<file path="src/rtl/bin_neuron_pkg.sv">
// Shared defaults and arithmetic helpers for the binarised neuron array.
package bin_neuron_pkg;

  localparam int IN_W_DEF  = 64;
  localparam int CH_DEF    = 8;
  localparam int ACC_W_DEF = 24;
  localparam int LEN_W_DEF = 16;

  // Popcount of an XNOR word mapped onto the bipolar {-1,+1} domain.
  function automatic int bipolar(input int pop, input int width);
    return 2 * pop - width;
  endfunction

  function automatic longint sat_add(input longint a, input longint b, input int w);
    longint hi;
    longint lo;
    longint s;
    hi = (longint'(1) <<< (w - 1)) - longint'(1);
    lo = -hi - longint'(1);
    s  = a + b;
    if (s > hi) return hi;
    if (s < lo) return lo;
    return s;
  endfunction

endpackage

</file>
<file path="src/rtl/bin_neuron_array_popcount_tree.sv">
// Combinational population count of an IN_W-bit word.
module popcount_tree #(
  parameter int IN_W = 64
) (
  input  logic [IN_W-1:0]            bits,
  output logic [$clog2(IN_W+1)-1:0]  count
);

  localparam int PC_W = $clog2(IN_W + 1);

  always_comb begin
    count = '0;
    for (int i = 0; i < IN_W; i++) begin
      count = count + PC_W'(bits[i]);
    end
  end

endmodule

</file>
<file path="src/rtl/bin_neuron_array.sv">
// Multi-channel XNOR-popcount neuron array with valid/ready handshake.
// Optional per-channel final-sum output enabled by NEURON_ARRAY_SUM_OUT_EN.
module bin_neuron_array
  import bin_neuron_pkg::*;
#(
  parameter int IN_W  = IN_W_DEF,
  parameter int CH    = CH_DEF,
  parameter int ACC_W = ACC_W_DEF,
  parameter int LEN_W = LEN_W_DEF
) (
  input  logic                    sys_clk,
  input  logic                    sys_rst_n,
  input  logic [IN_W-1:0]         act_in,
  input  logic [CH*IN_W-1:0]      wgt_in,
  input  logic [LEN_W-1:0]        in_length,
  input  logic                    in_valid,
  output logic                    in_ready,
  input  logic                    thr_wr_en,
  input  logic [$clog2(CH)-1:0]   thr_wr_ch,
  input  logic [ACC_W-1:0]        thr_wr_data,
  output logic [CH-1:0]           out_bits,
  output logic                    out_valid,
  input  logic                    out_ready
`ifdef NEURON_ARRAY_SUM_OUT_EN
  ,
  output logic [CH*ACC_W-1:0]     out_sum
`endif
);

  localparam int PC_W = $clog2(IN_W + 1);

  logic                    stall;
  logic                    rdy_q;
  logic                    accept;
  logic [LEN_W-1:0]        cnt_q;
  logic [LEN_W-1:0]        len_q;
  logic [LEN_W-1:0]        len_eff;
  logic                    last_beat;

  logic                    s1_valid, s1_last;
  logic [IN_W-1:0]         s1_xnor [CH];
  logic [PC_W-1:0]         pop_w   [CH];
  logic                    s2_valid, s2_last;
  logic [PC_W-1:0]         s2_pop  [CH];

  logic signed [ACC_W-1:0] acc_q   [CH];
  logic signed [ACC_W-1:0] acc_sum [CH];
  logic signed [ACC_W-1:0] thr_q   [CH];
  logic [CH-1:0]           hit;

  // rdy_q keeps in_ready low while reset is held.
  assign stall    = out_valid && !out_ready;
  assign in_ready = rdy_q && !stall;
  assign accept   = in_valid && in_ready;

  // Length is captured on the first beat; a zero length behaves as one.
  always_comb begin
    len_eff = len_q;
    if (cnt_q == '0) len_eff = (in_length == '0) ? LEN_W'(1) : in_length;
    last_beat = ({1'b0, cnt_q} + (LEN_W+1)'(1)) >= {1'b0, len_eff};
  end

  for (genvar c = 0; c < CH; c++) begin : g_pop
    popcount_tree #(.IN_W(IN_W)) u_pop (
      .bits  (s1_xnor[c]),
      .count (pop_w[c])
    );
  end

  always_comb begin
    for (int c = 0; c < CH; c++) begin
      acc_sum[c] = ACC_W'(sat_add(longint'(acc_q[c]),
                                  longint'(bipolar(int'(s2_pop[c]), IN_W)),
                                  ACC_W));
      hit[c]     = (acc_sum[c] >= thr_q[c]);
    end
  end

  always_ff @(posedge sys_clk or negedge sys_rst_n) begin
    if (!sys_rst_n) begin
      for (int c = 0; c < CH; c++) thr_q[c] <= '0;
    end else if (thr_wr_en) begin
      thr_q[thr_wr_ch] <= $signed(thr_wr_data);
    end
  end

  always_ff @(posedge sys_clk or negedge sys_rst_n) begin
    if (!sys_rst_n) begin
      rdy_q     <= 1'b0;
      cnt_q     <= '0;
      len_q     <= '0;
      s1_valid  <= 1'b0;
      s1_last   <= 1'b0;
      s2_valid  <= 1'b0;
      s2_last   <= 1'b0;
      out_valid <= 1'b0;
      out_bits  <= '0;
`ifdef NEURON_ARRAY_SUM_OUT_EN
      out_sum   <= '0;
`endif
      for (int c = 0; c < CH; c++) begin
        s1_xnor[c] <= '0;
        s2_pop[c]  <= '0;
        acc_q[c]   <= '0;
      end
    end else begin
      rdy_q <= 1'b1;
      if (!stall) begin
        if (accept) begin
          cnt_q <= last_beat ? '0 : cnt_q + LEN_W'(1);
          if (cnt_q == '0) len_q <= len_eff;
        end
        s1_valid <= accept;
        s1_last  <= accept && last_beat;
        s2_valid <= s1_valid;
        s2_last  <= s1_last;
        for (int c = 0; c < CH; c++) begin
          if (accept)   s1_xnor[c] <= ~(act_in ^ wgt_in[c*IN_W +: IN_W]);
          if (s1_valid) s2_pop[c]  <= pop_w[c];
          if (s2_valid) acc_q[c]   <= s2_last ? '0 : acc_sum[c];
        end
        // A new result may replace the one handed off on this same edge.
        if (s2_valid && s2_last) begin
          out_valid <= 1'b1;
          out_bits  <= hit;
`ifdef NEURON_ARRAY_SUM_OUT_EN
          for (int c = 0; c < CH; c++) out_sum[c*ACC_W +: ACC_W] <= acc_sum[c];
`endif
        end else begin
          out_valid <= 1'b0;
        end
      end
    end
  end

endmodule

</file>
<file path="config.mk">
export PLATFORM = sky130hd
export DESIGN_NAME = bin_neuron_array
export DESIGN_NICKNAME = d
export VERILOG_FILES = /design/src/rtl/bin_neuron_pkg.sv /design/src/rtl/bin_neuron_array_popcount_tree.sv /design/src/rtl/bin_neuron_array.sv
export SDC_FILE = /design/constraint.sdc
export NUM_CORES = 2
export LEC_CHECK = 0
export BUFFER_PORTS_ARGS = -buffer_cell sky130_fd_sc_hd__buf_2
export CELL_PAD_IN_SITES_DETAIL_PLACEMENT = 1
export CELL_PAD_IN_SITES_GLOBAL_PLACEMENT = 1
export CORE_MARGIN = 2
export CORE_UTILIZATION = 48
export CTS_CLUSTER_DIAMETER = 60
export DETAILED_ROUTE_END_ITERATION = 8
export GPL_ROUTABILITY_DRIVEN = 1
export HOLD_SLACK_MARGIN = 0.06
export PLACE_DENSITY = 0.92
export SETUP_SLACK_MARGIN = 0.4
export SKIP_CTS_REPAIR_TIMING = 1
export SYNTH_ARGS = -nofsm -noshare
export SYNTH_HDL_FRONTEND = slang
export SYNTH_HIERARCHICAL = 1
export SYNTH_SLANG_ARGS = --single-unit
export TNS_END_PERCENT = 50
</file>
<file path="constraint.sdc">
create_clock -name sys_clk -period 8.3 [get_ports sys_clk]
set_input_delay 0.415 -clock sys_clk [delete_from_list [all_inputs] [get_ports sys_clk]]
set_output_delay 0.415 -clock sys_clk [all_outputs]
set_load 0.1 [all_outputs]
</file>
==> results_dict.tcl, run 1 <==
set metrics [dict create \
    status "stopped before the end" \
    grt_max_degree 280 \
    start_util 0.482 \
    gp_congestion 0.987 \
    synth-seq-cells 998 \
    ios 634 \
    cts_buffers 135 \
    die_h_microns 399 \
    htree_num_levels 4 \
    synth_cell_types 109 \
    ys_seq_area_frac 0.333 \
    antenna_found_initial 105 \
    root_buffer "clkbuf_16" \
    grt_use_total 0.617 \
    numPortBuffers 633 \
    ys.flop_type "dfrtp_1" \
    async_reset_ff_frac 1.00 \
    stop_stage "global routing" \
    clockBufferDepth 3 \
    die_x_microns 399 \
    synth_area_sq_um 75000 \
    rows 145 \
    first-error "[ERROR GRT-0232] Routing congestion too high. Check the congestion heatmap in the GUI." \
    yosysWarnings 6 \
    synth.net_count 9666 \
    synth_area_per_cell_sq_um 9.18 \
    synth_edf_count 0 \
    postSynthCellCount 8168 \
    dp_hpwl_microns 216000 \
    cts.sinks 998 \
    overflow 52 \
]
## logic make-up after synthesis
logic type                 synth area share
AOI/OAI and AO/OA                     0.161
other                             0.0000500
DFF                                   0.333
buffers and inverters                0.0813
muxes                                0.0297
and+or+nand+nor                       0.105
adders and majority gates             0.196
xor gates and xnor gates             0.0939
## Yosys cell counts, drive strengths merged, types with 14 or more instances
| cell type | count | area share |
|---|---|---|
| a211oi | 50 | 0.0052 |
| a21boi | 15 | 0.0015 |
| a21o | 97 | 0.0097 |
| a21oi | 247 | 0.017 |
| a221o | 32 | 0.0043 |
| a22o | 44 | 0.0051 |
| a22oi | 25 | 0.0025 |
| a31oi | 44 | 0.0038 |
| a32oi | 16 | 0.0019 |
| and3 | 20 | 0.0017 |
| and3b | 16 | 0.0019 |
| buf | 151 | 0.0089 |
| clkbuf | 336 | 0.017 |
| dfrtp | 998 | 0.33 |
| fa | 440 | 0.12 |
| ha | 434 | 0.072 |
| inv | 1108 | 0.055 |
| maj3 | 46 | 0.0062 |
| mux2 | 167 | 0.025 |
| mux2i | 33 | 0.0046 |
| nand2 | 952 | 0.048 |
| nand2b | 58 | 0.0048 |
| nand3 | 56 | 0.0037 |
| nand3b | 23 | 0.0023 |
| nand4 | 55 | 0.0046 |
| nor2 | 214 | 0.011 |
| nor2b | 51 | 0.0043 |
| nor3 | 60 | 0.0041 |
| nor3b | 16 | 0.0016 |
| nor4 | 26 | 0.0022 |
| o211ai | 81 | 0.0081 |
| o21a | 45 | 0.0045 |
| o21ai | 950 | 0.064 |
| o221ai | 14 | 0.0016 |
| o22a | 17 | 0.0020 |
| o22ai | 68 | 0.0057 |
| o31a | 34 | 0.0040 |
| o31ai | 30 | 0.0033 |
| or2 | 28 | 0.0023 |
| or3 | 39 | 0.0033 |
| or4 | 16 | 0.0017 |
| xnor2 | 205 | 0.024 |
| xor2 | 598 | 0.070 |
## stage by stage
stage	worst slack [ps]	hold WS [ps]	util	std cells	area (sq um)
after floorplan	1880	119	-	8168	75000
after global placement	1600	460	0.510	10431	79400
after detailed placement	1440	470	0.510	10431	79400
after CTS	1340	-351	0.540	10674	84100
## layer usage
metal / GRT overflow / track usage
met1: 2 / 0.620
met2: 21 / 0.763
met3: 3 / 0.491
met4: 26 / 0.564
met5: 0 / 0.316
==> run 2, diff against run 1 <==
--- a/config.mk
+++ b/config.mk
@@ -6,16 +6,11 @@
 export NUM_CORES = 2
 export LEC_CHECK = 0
 export BUFFER_PORTS_ARGS = -buffer_cell sky130_fd_sc_hd__buf_2
-export CELL_PAD_IN_SITES_DETAIL_PLACEMENT = 1
-export CELL_PAD_IN_SITES_GLOBAL_PLACEMENT = 1
 export CORE_MARGIN = 2
-export CORE_UTILIZATION = 48
-export CTS_CLUSTER_DIAMETER = 60
+export CORE_UTILIZATION = 33
 export DETAILED_ROUTE_END_ITERATION = 8
 export GPL_ROUTABILITY_DRIVEN = 1
-export HOLD_SLACK_MARGIN = 0.06
-export PLACE_DENSITY = 0.92
-export SETUP_SLACK_MARGIN = 0.4
+export PLACE_DENSITY_LB_ADDON = 0.15
 export SKIP_CTS_REPAIR_TIMING = 1
 export SYNTH_ARGS = -nofsm -noshare
 export SYNTH_HDL_FRONTEND = slang
==> results_dict.tcl, run 2 <==
set metrics [dict create \
    largest_register_ffs 512 \
    core_region_area_sq_um 225000 \
    synth_edf_count 0 \
    die_h_microns 481 \
    finalClockSkew_ps 43.4 \
    yosys-top-cells-area "dfrtp_1 33%, fa_1 12%, ha_1 7.2%" \
    critPathCaptureType "register" \
    crit_fanout 3 \
    maxCapViolCount 0 \
    postSynthCellCount 8168 \
    postRouteAntennaNets 0 \
    status "finished with violations" \
    startpoint_type "register" \
    dp_hpwl_microns 209000 \
    min_period_over_period 0.808 \
    tns_ps 0 \
    rsz0062_at_grt "false" \
    synth-seq-cells 998 \
    viasPerCell 5.01 \
    root_buffer "clkbuf_16" \
    fmax_mhz 149 \
    cts.sinks 998 \
    holdWs_ps -30.4 \
    yosysWarnings 6 \
    ios 634 \
    tightest_slew_ps 1260 \
    overflow 0 \
    synth_top_cells_by_count "1105 x inv_1, 998 x dfrtp_1, 951 x nand2_1, 919 x o21ai_0, 598 x xor2_1" \
    die_x_microns 481 \
    wl_per_cell_microns 22.7 \
    drt-initial-drc-count 4405 \
    rows 174 \
    numPortBuffers 633 \
    synth_cell_types 109 \
    drc 0 \
    wirelength_microns 272000 \
    largestRegisters "s1_xnor: 512 flops, acc_q: 192 flops, thr_q: 192 flops" \
    period_minus_slack_ps 6710 \
    hold_path_class "primary input to register" \
    grt_use_total 0.231 \
    synth_most_common_cell "inv_1" \
    crit_required_ps 8970 \
    synth_area_per_cell_sq_um 9.18 \
    cts_buffers 134 \
    die-area_sq_um 231000 \
    relSlewSlack 0.155 \
    ys.flop_type "dfrtp_1" \
    synth_top_area_share 0.333 \
    clk_pin_slew_worst_paths_ps 60 \
    synth_top_area_cell "dfrtp_1" \
    clockBufferDepth 3 \
    async_reset_ff_frac 1.00 \
    fillCellCount 22478 \
    synth_area_sq_um 75000 \
    first_pass_iters 5 \
    setup-violations-final 0 \
    final_cell_mix "1104 x inv_1, 997 x dfrtp_1, 948 x nand2_1" \
    final_layout_size_suffix_gt1_frac 0.130 \
    htree_num_levels 4 \
    synth.net_count 9666 \
    cts_tree "yes" \
    final_common_cell "inv_1" \
    start_util 0.333 \
    grt_pass1_wl_microns 395000 \
    violations "negative hold slack" \
    gp_congestion 0.905 \
    antenna_found_initial 23 \
    hold_viol_final 8 \
    nNetsFinal 10424 \
    regMostFlops "s1_xnor" \
    r2r_slack_ps 1590 \
    path_class "register to register" \
    cp.arrival_ps 7380 \
    vias 60238 \
    slew_viol_final 0 \
    syn_to_final_growth_pct 19.1 \
    insertion_delay_ps 810 \
    grt_pass1_vias 59012 \
    ys_seq_area_frac 0.333 \
    grt_max_degree 230 \
]
[run 2: cell counts after synthesis]
Identical to the previous run, type by type.
[run 2: worst max-delay path, stage by stage (launching register included)]
cell,delay [ps]
dfrtp_1,400
fa_1,550
inv_1,60
fa_1,430
inv_1,110
fa_1,450
fa_1,520
fa_1,520
fa_1,530
fa_1,550
inv_1,60
fa_1,510
fa_1,540
inv_1,70
fa_1,480
a211oi_1,250
o21ai_0,120
a21o_1,180
mux2_2,250
[run 2: worst paths after layout]
kind	from	to	depth (start not counted)
min in group asynchronous	sys_rst_n	acc_q[13]	2
worst min register to register	s1_xnor[416]	s1_xnor[416]	2
worst max register to register	s1_xnor[448]	s2_pop[55]	18
worst max-delay path	s1_xnor[448]	s2_pop[55]	18
worst min-delay path	wgt_in[454]	s1_xnor[6]	3
max in group asynchronous	sys_rst_n	s1_xnor[40]	4
[run 2: area by class of cell]
cell class              count  area, sq um  area share
inverters                1109         4160      0.0466
diodes                      7         17.5    0.000196
multi-input cells        5574        44000       0.492
well taps                2992         3740      0.0419
clock inverters            42          637     0.00713
repair buffers           1109         7880      0.0882
flip-flops and latches    998        25000       0.280
clock buffers             193         3940      0.0441
[run 2: per-stage QoR]
step / util / worst slack, ps / hold WS, ps / cells / cell area, sq um
after floorplan: - / 1880 / 119 / 8168 / 75000
after global placement: 0.358 / 1570 / 420 / 11377 / 80700
after detailed placement: 0.358 / 1600 / 427 / 11377 / 80700
after CTS: 0.378 / 1570 / -422 / 11612 / 85300
after global routing: 0.396 / 1270 / -7.15 / 12019 / 89300
final: 0.396 / 1590 / -30.4 / 12024 / 89300
[run 2: routing by layer]
layer,vias up,global-route usage,wire length [microns]
met3,357,0.0330,12000
met5,-,0,102
met2,1576,0.378,128000
li1,28673,-,-
met4,14,0.0782,10300
met1,29618,0.311,122000
[run 2: logic make-up (layout without fill, tap and decap cells)]
| group | after synthesis | count (layout) | synth area share |
|---|---|---|---|
| AOI/OAI and AO/OA | 1950 | 1950 | 0.161 |
| xor gates and xnor gates | 803 | 803 | 0.0939 |
| adders and majority gates | 920 | 920 | 0.196 |
| buffers and inverters | 1596 | 2453 | 0.0813 |
| DFF | 998 | 998 | 0.333 |
| muxes | 200 | 200 | 0.0297 |
| other | 1 | 8 | 0.0000500 |
| and+or+nand+nor | 1700 | 1700 | 0.105 |
Power of run 2 is left out: the tool's default activity adds up to more than one toggle a clock period on the data nets, which glitch-free logic cannot reach.
